===== src/rtl/linebuf.sv =====
// Line-buffering byte FIFO between the parallel-port receiver and transmitter.
// Received bytes are held until a line completes (terminator byte, maximum
// line length, or a full buffer) and are then released to the transmitter.
// Pass-through mode releases every stored byte immediately. Bytes arriving
// while the buffer is full are dropped and counted in a saturating counter.
module linebuf #(
  parameter int         LGFLEN  = 8,
  parameter int         MAXLINE = 80,
  parameter logic [7:0] TERM_A  = 8'h0a,
  parameter logic [7:0] TERM_B  = 8'h0d
) (
  input  logic              i_clk,
  input  logic              i_reset,
  input  logic              i_mode,
  input  logic              i_rx_stb,
  input  logic [7:0]        i_rx_data,
  output logic              o_tx_stb,
  output logic [7:0]        o_tx_data,
  input  logic              i_tx_busy,
  output logic [LGFLEN:0]   o_fill,
  output logic              o_empty,
  output logic              o_full,
  output logic [7:0]        o_drops
);

  localparam int              DEPTH   = 1 << LGFLEN;
  localparam logic [LGFLEN:0] DEPTH_P = (LGFLEN+1)'(DEPTH);
  localparam logic [LGFLEN:0] MAX_P   = (LGFLEN+1)'(MAXLINE);

  logic [7:0]      mem [DEPTH];

  logic [LGFLEN:0] wr_q, wr_d;
  logic [LGFLEN:0] rd_q, rd_d;
  logic [LGFLEN:0] rel_q, rel_d;
  logic [LGFLEN:0] len_q, len_d;
  logic [7:0]      drops_q, drops_d;
  logic            tx_stb_q, tx_stb_d;
  logic [7:0]      tx_data_q, tx_data_d;

  logic [LGFLEN:0] fill, len_inc;
  logic            full, wr_en, drop, accept, is_term, hit_max, full_next, release_now;

  // Pointer arithmetic, release decision and transmit-register next state.
  always_comb begin
    fill        = wr_q - rd_q;
    full        = (fill == DEPTH_P);
    wr_en       = i_rx_stb && !full;
    drop        = i_rx_stb && full;
    accept      = tx_stb_q && !i_tx_busy;

    wr_d        = wr_q + (LGFLEN+1)'(wr_en);
    rd_d        = rd_q + (LGFLEN+1)'(accept);
    len_inc     = len_q + 1'b1;

    is_term     = wr_en && ((i_rx_data == TERM_A) || (i_rx_data == TERM_B));
    hit_max     = wr_en && (len_inc == MAX_P);
    // Releasing whenever the buffer ends up full keeps a held line from
    // blocking the writer forever.
    full_next   = ((wr_d - rd_d) == DEPTH_P);
    release_now = is_term || hit_max || full_next || i_mode;

    rel_d       = release_now ? wr_d : rel_q;
    if (release_now)
      len_d = '0;
    else if (wr_en)
      len_d = len_inc;
    else
      len_d = len_q;

    drops_d     = (drop && (drops_q != 8'hff)) ? drops_q + 8'd1 : drops_q;

    // The strobe is dropped for one cycle after every accept so the data
    // register can reload from the advanced read pointer.
    tx_stb_d    = tx_stb_q;
    tx_data_d   = tx_data_q;
    if (accept) begin
      tx_stb_d = 1'b0;
    end else if (!tx_stb_q) begin
      tx_stb_d = (rd_q != rel_q);
      if (rd_q != rel_q)
        tx_data_d = mem[rd_q[LGFLEN-1:0]];
    end
  end

  // Control registers with synchronous reset.
  always_ff @(posedge i_clk) begin
    if (i_reset) begin
      wr_q      <= '0;
      rd_q      <= '0;
      rel_q     <= '0;
      len_q     <= '0;
      drops_q   <= '0;
      tx_stb_q  <= 1'b0;
      tx_data_q <= 8'h00;
    end else begin
      wr_q      <= wr_d;
      rd_q      <= rd_d;
      rel_q     <= rel_d;
      len_q     <= len_d;
      drops_q   <= drops_d;
      tx_stb_q  <= tx_stb_d;
      tx_data_q <= tx_data_d;
    end
  end

  // Byte storage; contents are don't-care until written, so no reset.
  always_ff @(posedge i_clk) begin
    if (wr_en && !i_reset)
      mem[wr_q[LGFLEN-1:0]] <= i_rx_data;
  end

  assign o_tx_stb  = tx_stb_q;
  assign o_tx_data = tx_data_q;
  assign o_fill    = fill;
  assign o_empty   = (fill == '0);
  assign o_full    = full;
  assign o_drops   = drops_q;

endmodule

===== config.mk =====
export PLATFORM = sky130hd
export DESIGN_NAME = linebuf
export DESIGN_NICKNAME = d
export VERILOG_FILES = /design/src/rtl/linebuf.sv
export SDC_FILE = /design/constraint.sdc
export NUM_CORES = 2
export LEC_CHECK = 0
export CAP_MARGIN = 20
export CORE_MARGIN = 1.5
export CORE_UTILIZATION = 55
export DETAILED_ROUTE_END_ITERATION = 7
export DONT_BUFFER_PORTS = 1
export GPL_TIMING_DRIVEN = 0
export PLACE_DENSITY = 0.7
export SLEW_MARGIN = 20
export SYNTH_ARGS = -nofsm -noshare
export SYNTH_HDL_FRONTEND = slang
export SYNTH_SLANG_ARGS = --single-unit

===== constraint.sdc =====
create_clock -name i_clk -period 8.25 [get_ports i_clk]
set_input_delay 0.4125 -clock i_clk [delete_from_list [all_inputs] [get_ports i_clk]]
set_output_delay 0.4125 -clock i_clk [all_outputs]
set_load 0.01 [all_outputs]

* Yosys cells after proc, flatten, opt, wreduce, memory -nomap -nowiden
Memories as Yosys holds them, arrays and structs flattened. A register that Yosys moved wholly into a read port is not among the register bits. Cells that the tools add are included.
Cells by class: add/sub/neg operators 6, equal/unequal tests 7, multiplexer cells 3, bitwise logic cells 2, reductions and logical operators 18
Operators by type and width (number):
- $add 9x1->9 | 2
- $eq 9x9->1 const B | 2
- $sub 9x9->9 | 2
- $eq 8x4->1 const B | 2
- $add 9x1->9 const B | 1
- $eq 9x7->1 const B | 1
- $logic_not 9->1 | 1
- $ne 9x9->1 | 1
- $add 8x1->8 const B | 1
- $ne 8x8->1 const B | 1
- $logic_and 1x1->1 | 7
- $logic_or 1x1->1 | 4
- $reduce_or 2->1 | 2
- $logic_not 1->1 | 3
- $mux 1 | 3
- $reduce_and 3->1 | 1
- $not 1->1 | 2
Word-level totals: flip-flop bits (word level) 45, RAM bits 2048, bits of input ports 13, output and inout port bits 28, word-level logic and storage cells 43, memories kept 1
Memory list:
- mem | words 256, width 8, rd ports 1, clocked after Yosys merged registers in 1, wr ports 1, RTL line 30 | logic [7:0] mem [DEPTH];

* Longest topological paths before layout
depth after elaboration 10, depth in mapped cells 29, gate-level depth less buffers 23

* Worst setup path before layout
OpenSTA, ideal clock, no wires.
path kind reg2reg, start point reg rd_q[2], end point reg rel_q[7], library setup time 0.121 ns, arrival time 6.125 ns, required time 8.129 ns, slack 2.004 ns, stages on the path, launching flop included 30, buffers on the path 7, period minus slack after synthesis 6.246 ns, cell sequence dfxtp_1 buf_2 inv_1 buf_2 buf_2 clkbuf_1 ha_1 nor2b_1 o31a_2 o21ai_0 nor3b_1 o2111ai_2 o21ai_2 buf_4 inv_2 buf_2 ha_1 ha_1 nand3_1 nor2_1 xor2_1 ha_1 a2111oi_0 a21oi_1 nor3_1 a31oi_1 or3_1 o221ai_2 buf_4 mux2_2
Between the ends: cells in the longest elaborated chain, start to end 9, elaborated cells between the ends (all ways) 13, classes of those cells 4 x add/sub; 2 x eq/ne; 7 x reduce/logical
RTL lines:
- from (decl) | RTL line 33 | logic [LGFLEN:0] rd_q, rd_d;
- from (signal assigned) | RTL line 97 | rd_q <= rd_d;
- $sub 9x9->9 | RTL line 45 | fill = wr_q - rd_q;
- $eq 9x9->1 | RTL line 46 | full = (fill == DEPTH_P);
- $logic_not 1->1 | RTL line 47 | wr_en = i_rx_stb && !full;
- $logic_and 1x1->1 | RTL line 47
- named net wr_en | RTL line 41 | logic full, wr_en, drop, accept, is_term, hit_max, full_next, release_now;
- $add 9x1->9 | RTL line 51 | wr_d = wr_q + (LGFLEN+1)'(wr_en);
- named net wr_d[6] | RTL line 32 | logic [LGFLEN:0] wr_q, wr_d;
- $sub 9x9->9 | RTL line 59 | full_next = ((wr_d - rd_d) == DEPTH_P);
- $eq 9x9->1 | RTL line 59
- $logic_or 1x1->1 (2 in series) | RTL line 60 | release_now = is_term || hit_max || full_next || i_mode;
- to (signal assigned) | RTL line 98 | rel_q <= rel_d;
- to (decl) | RTL line 34 | logic [LGFLEN:0] rel_q, rel_d;
The timed path passes the listed nets, and every way through them passes these cells. A chain may end at the register's enable or synchronous reset.

* Final worst setup path
start point reg rd_q[1], end point reg rel_q[7]
Same word-level chain as after synthesis.

==> flow_summary_export.csv <==
group,metric,value,unit
critical_path,rr_startpoint,"rd_q[1]$_SDFF_PP0_",
floorplanning,ios,41,
synth,post_synthesis_mean_instance_area,20.02,um^2
timing,fin_crit_sh,0.9814,
synth,ys_ff_latch,2101,
critical_path,worst_ep_required_time,8990,ps
final_layout,final_layout_size_suffix_gt1_frac,0.2213,
route,ant_nets,0,
floorplanning,dieHeight,390.7,um
route,dr.pass1.iters,6,
final_layout,layout.cells.non_filler,6554,
floorplanning,floorplan_core_area,0.1496,mm^2
route,metal_1_wl,95210,um
floorplanning,die_width,390.7,um
timing,fin_skew,53.23,ps
critical_path,worst_path_dominant_cell_family,"buffers and inverters",
clocking,clock_net_sink_count,2101,
grt,grt.total_usage,0.3576,
final_layout,multiInputGateArea,0.01885,mm^2
synth,synth_fp_nets,4167,
route,routed_wl_met3,40360,um
critical_path,worstSetupEndpointType,"flip-flop",
clocking,cts.root.buffer_cell,"clkbuf_16",
final_layout,areaGrowthSynthToFinish,11.78,%
placement,place.detailed.hpwl,171300,um
final_layout,fill_cells,10450,
synth,number_of_warning_messages_in_the_yosys_log,0,
synth,synth_edf_count,2048,
timing,worst_slack,153.8,ps
critical_path,worst-setup-path-type,"reg2reg",
critical_path,path_common_cell,"ha_1",
final_layout,sequential_cell_area,0.06256,mm^2
synth,synth.yosys.seq_area_share,0.7566,
timing,slew-limit-headroom,0.1071,
timing,period_minus_slack,8096,ps
timing,slew_viol_final,0,
power_and_ir_drop,power.density,250.7,mW/mm^2
critical_path,critPathMaxFanout,10,
clocking,clkSlewWorstSetupHoldPaths,60,ps
timing,grt_setup_unrepaired,"no",
final_layout,final_nets,4398,
route,top_layer,"met5",
route,wl_per_cell,41.26,um
worst_hold_path,worstHoldEndpoint,"mem[236][3]$_DFFE_PP_",
floorplanning,start_util,0.5527,
route,first_iter_violations,8370,
clocking,tritoncts_clock_tree,"yes",
grt,grt_pass1_wl,363600,um
timing,hold_viol_final,1,
clocking,post-cts-setup-buffer-count,0,
floorplanning,floorplan.die_area,0.1527,mm^2
grt,number_of_global_route_vias_before_repair,44070,
clocking,ctsHtreeMaxLevel,4,
critical_path,worst_setup_path_start_kind,"flip-flop",
final_layout,post-route-util,0.6178,
placement,port_buffers,0,
power_and_ir_drop,cellLeakagePower,28.16,nW
synth,asyncSetResetFlopFracSynth,0,
grt,grt_overflow,0,
placement,dpl.cell_count,6152,
critical_path,critPathSlowestCell,"clkinv_2",
timing,max_freq,123.5,MHz
critical_path,worstReg2RegEnd,"rel_q[7]$_SDFFE_PP0P_",
worst_hold_path,hold_path.class,"in2reg",
floorplanning,core.rowCount,142,
timing,worst_slew_pin_slew,1339,ps
clocking,cts_buffer_depth,3,
timing,setup-violations-final,0,
flow_run,cap_viol_max_count,0,
critical_path,cp.buffers_inverters,8,
synth,ys_types,80,
route,detail_route.wirelength,270400,um
placement,gp_congestion,1.009,
placement,dpl_worst_slack,-355.3,ps
critical_path,critPathArrivalTime,8840,ps
route,via_count,46490,
worst_hold_path,beginning_of_the_worst_hold_path,"i_rx_data[3]",
route,detailed_routed_wire_length_on_met2,116500,um
grt,largest_net_degree_at_the_start_of_global_routing,257,
outcome,violated_checks,"negative hold slack",
grt,antenna_found_initial,14,
timing,holdWs,-1.232,ps
clocking,cts_buffers,205,
synth,synth-main-ff-cell,"edfxtp_1",
critical_path,critical-path-max-stage-delay,500,ps
outcome,status,"finished with violations",
synth,syn_area,0.08268,mm^2
route,avgViaCountPerCell,7.094,
synth,synthCells,4130,
power_and_ir_drop,peakVddDrop,0.0002104,V
critical_path,reg2regPathDepth,28,
worst_hold_path,hold_path_depth,1,
route,detail_route.drc_violations,0,
clocking,insertion_delay_of_the_later_clocked_pin_in_the_worst_skew_pair,870,ps
critical_path,setup_slack_on_the_worst_flop_to_flop_path,150,ps
synthesized netlist by cell type, types with 5 or more instances:
library cell,instances,share of area
nor3_1,50,0.0030
mux2_2,17,0.0023
nor2_1,344,0.016
o221ai_1,39,0.0041
nand4_1,14,0.0011
dfxtp_1,53,0.013
a32oi_1,5,0.00053
a31oi_1,17,0.0013
nor2b_1,32,0.0024
nor4_1,13,0.00098
ha_1,23,0.0035
nand2b_1,10,0.00076
a311oi_1,14,0.0015
mux4_2,473,0.13
a21oi_1,62,0.0038
xor2_1,15,0.0016
buf_4,52,0.0047
a211oi_1,9,0.00082
inv_1,19,0.00086
and2_1,16,0.0012
o211ai_1,10,0.00091
buf_6,9,0.0012
o22ai_1,55,0.0042
a22o_1,33,0.0035
o21ai_0,34,0.0021
or3_1,5,0.00038
o311ai_0,5,0.00053
clkbuf_1,99,0.0045
mux2i_1,142,0.017
edfxtp_1,2048,0.74
nand2_1,125,0.0057
buf_1,21,0.00095
a221oi_1,23,0.0024
buf_2,63,0.0038
xnor2_1,25,0.0026
a22oi_1,31,0.0028
nand3_1,44,0.0027
o41ai_1,12,0.0013
registers in the layout, summed over array words and instances, names as in the netlist:
register / cells
len_q: 9
rel_q: 9
o_tx_data: 8
rd_q: 9
wr_q: 9
mem: 2048
o_drops: 8
o_tx_stb: 1
worst reg2reg max path: cells and delay by family (launching register included):
| family | cells | cell delay [ps] |
|---|---|---|
| buf+inv | 8 | 2490 |
| compound gates | 8 | 1970 |
| simple gates | 6 | 1360 |
| fa+ha+maj | 4 | 1230 |
| flops | 1 | 450 |
| mux | 1 | 340 |
| xor+xnor | 1 | 170 |
layer usage:
layer  up-vias  global-route usage
met5         -                   0
met3       788              0.1273
met4        18              0.2057
met1     24150              0.4805
met2      3981              0.5088
li1      17560                   -
area by class of cell:
class	instances	area share
Tap cell	2016	0.02729
Antenna cell	11	0.0002978
Clock buffer	241	0.05754
Clock inverter	132	0.01302
Timing Repair Buffer	24	0.005767
Buffer	244	0.01432
Multi-Input combinational cell	1763	0.2040
Sequential cell	2101	0.6769
Inverter	22	0.0009070
worst max-delay path by stage:
stage / startpoint / endpoint / slack, ps / cells past startpoint
4_1_cts: rd_q[2]$_SDFF_PP0_ / rel_q[7]$_SDFFE_PP0P_ / 0.7 / 29
6_report: rd_q[1]$_SDFF_PP0_ / rel_q[7]$_SDFFE_PP0P_ / 150 / 28
2_1_floorplan: rd_q[2]$_SDFF_PP0_ / rel_q[7]$_SDFFE_PP0P_ / 2000 / 29
3_3_place_gp: rd_q[2]$_SDFF_PP0_ / rel_q[7]$_SDFFE_PP0P_ / -830 / 29
3_5_place_dp: rd_q[2]$_SDFF_PP0_ / rel_q[7]$_SDFFE_PP0P_ / -360 / 29
5_1_grt: rd_q[2]$_SDFF_PP0_ / rel_q[7]$_SDFFE_PP0P_ / 30 / 29
kinds of logic after synthesis:
logic type               count (synthesis)  synth area share
flip-flops                            2101            0.7566
multiplexers                           632            0.1483
AO/OA/AOI/OAI                          384           0.03367
buffers and inverters                  266           0.01621
adder cells (fa/ha/maj)                 24          0.003723
XOR/XNOR                                40          0.004237
AND/OR/NAND/NOR                        683           0.03721
where the power goes:
part           internal, mW  total (mW)  switching [mW]
sequential             11.7        11.8          0.0530
combinational         0.789        2.18            1.39
clock                  5.11        9.20            4.10
total                  17.6        23.2            5.54
placed cells by master (no fill, tap or decap), types with 11 or more instances in the layout:
cell       count
o22ai_1       55
o221ai_1      39
a221oi_1      23
o41ai_1       12
a311oi_1      13
nand2_1      124
inv_1         19
xor2_1        15
mux4_2       473
mux2i_1      142
nor3_1        49
bufinv_16     16
o21ai_0       34
ha_1          23
edfxtp_1    2048
a22oi_1       31
buf_2         68
and2_1        16
a31oi_1       17
nand4_1       14
nor2_1       335
buf_16        16
nor4_1        13
clkinv_1      57
dfxtp_1       53
xnor2_1       25
clkbuf_16    207
a22o_1        33
buf_4         54
buf_1         15
nand3_1       43
nor2b_1       32
clkbuf_1      94
a21oi_1       62
clkbuf_2      36
mux2_2        17
diode_2       11
clkinv_2      42
timing repair:
action,CTS,global route
setup endpoints to repair,18,18
hold buffers,10,2
endpoints found under the hold margin,2056,45
resized for setup,3,5
metrics by stage:
step / cell area [um^2] / total power, mW / setup TNS (ps)
6_report: 92420 / 23.17 / 0
5_1_grt: 92400 / 23.57 / 0
4_1_cts: 92190 / 23.07 / 0
3_5_place_dp: 85420 / 13.93 / -2186
3_3_place_gp: 85210 / 13.91 / -10770
2_1_floorplan: 82680 / 13.18 / 0
No activity file was read; power rests on OpenSTA's default activity.
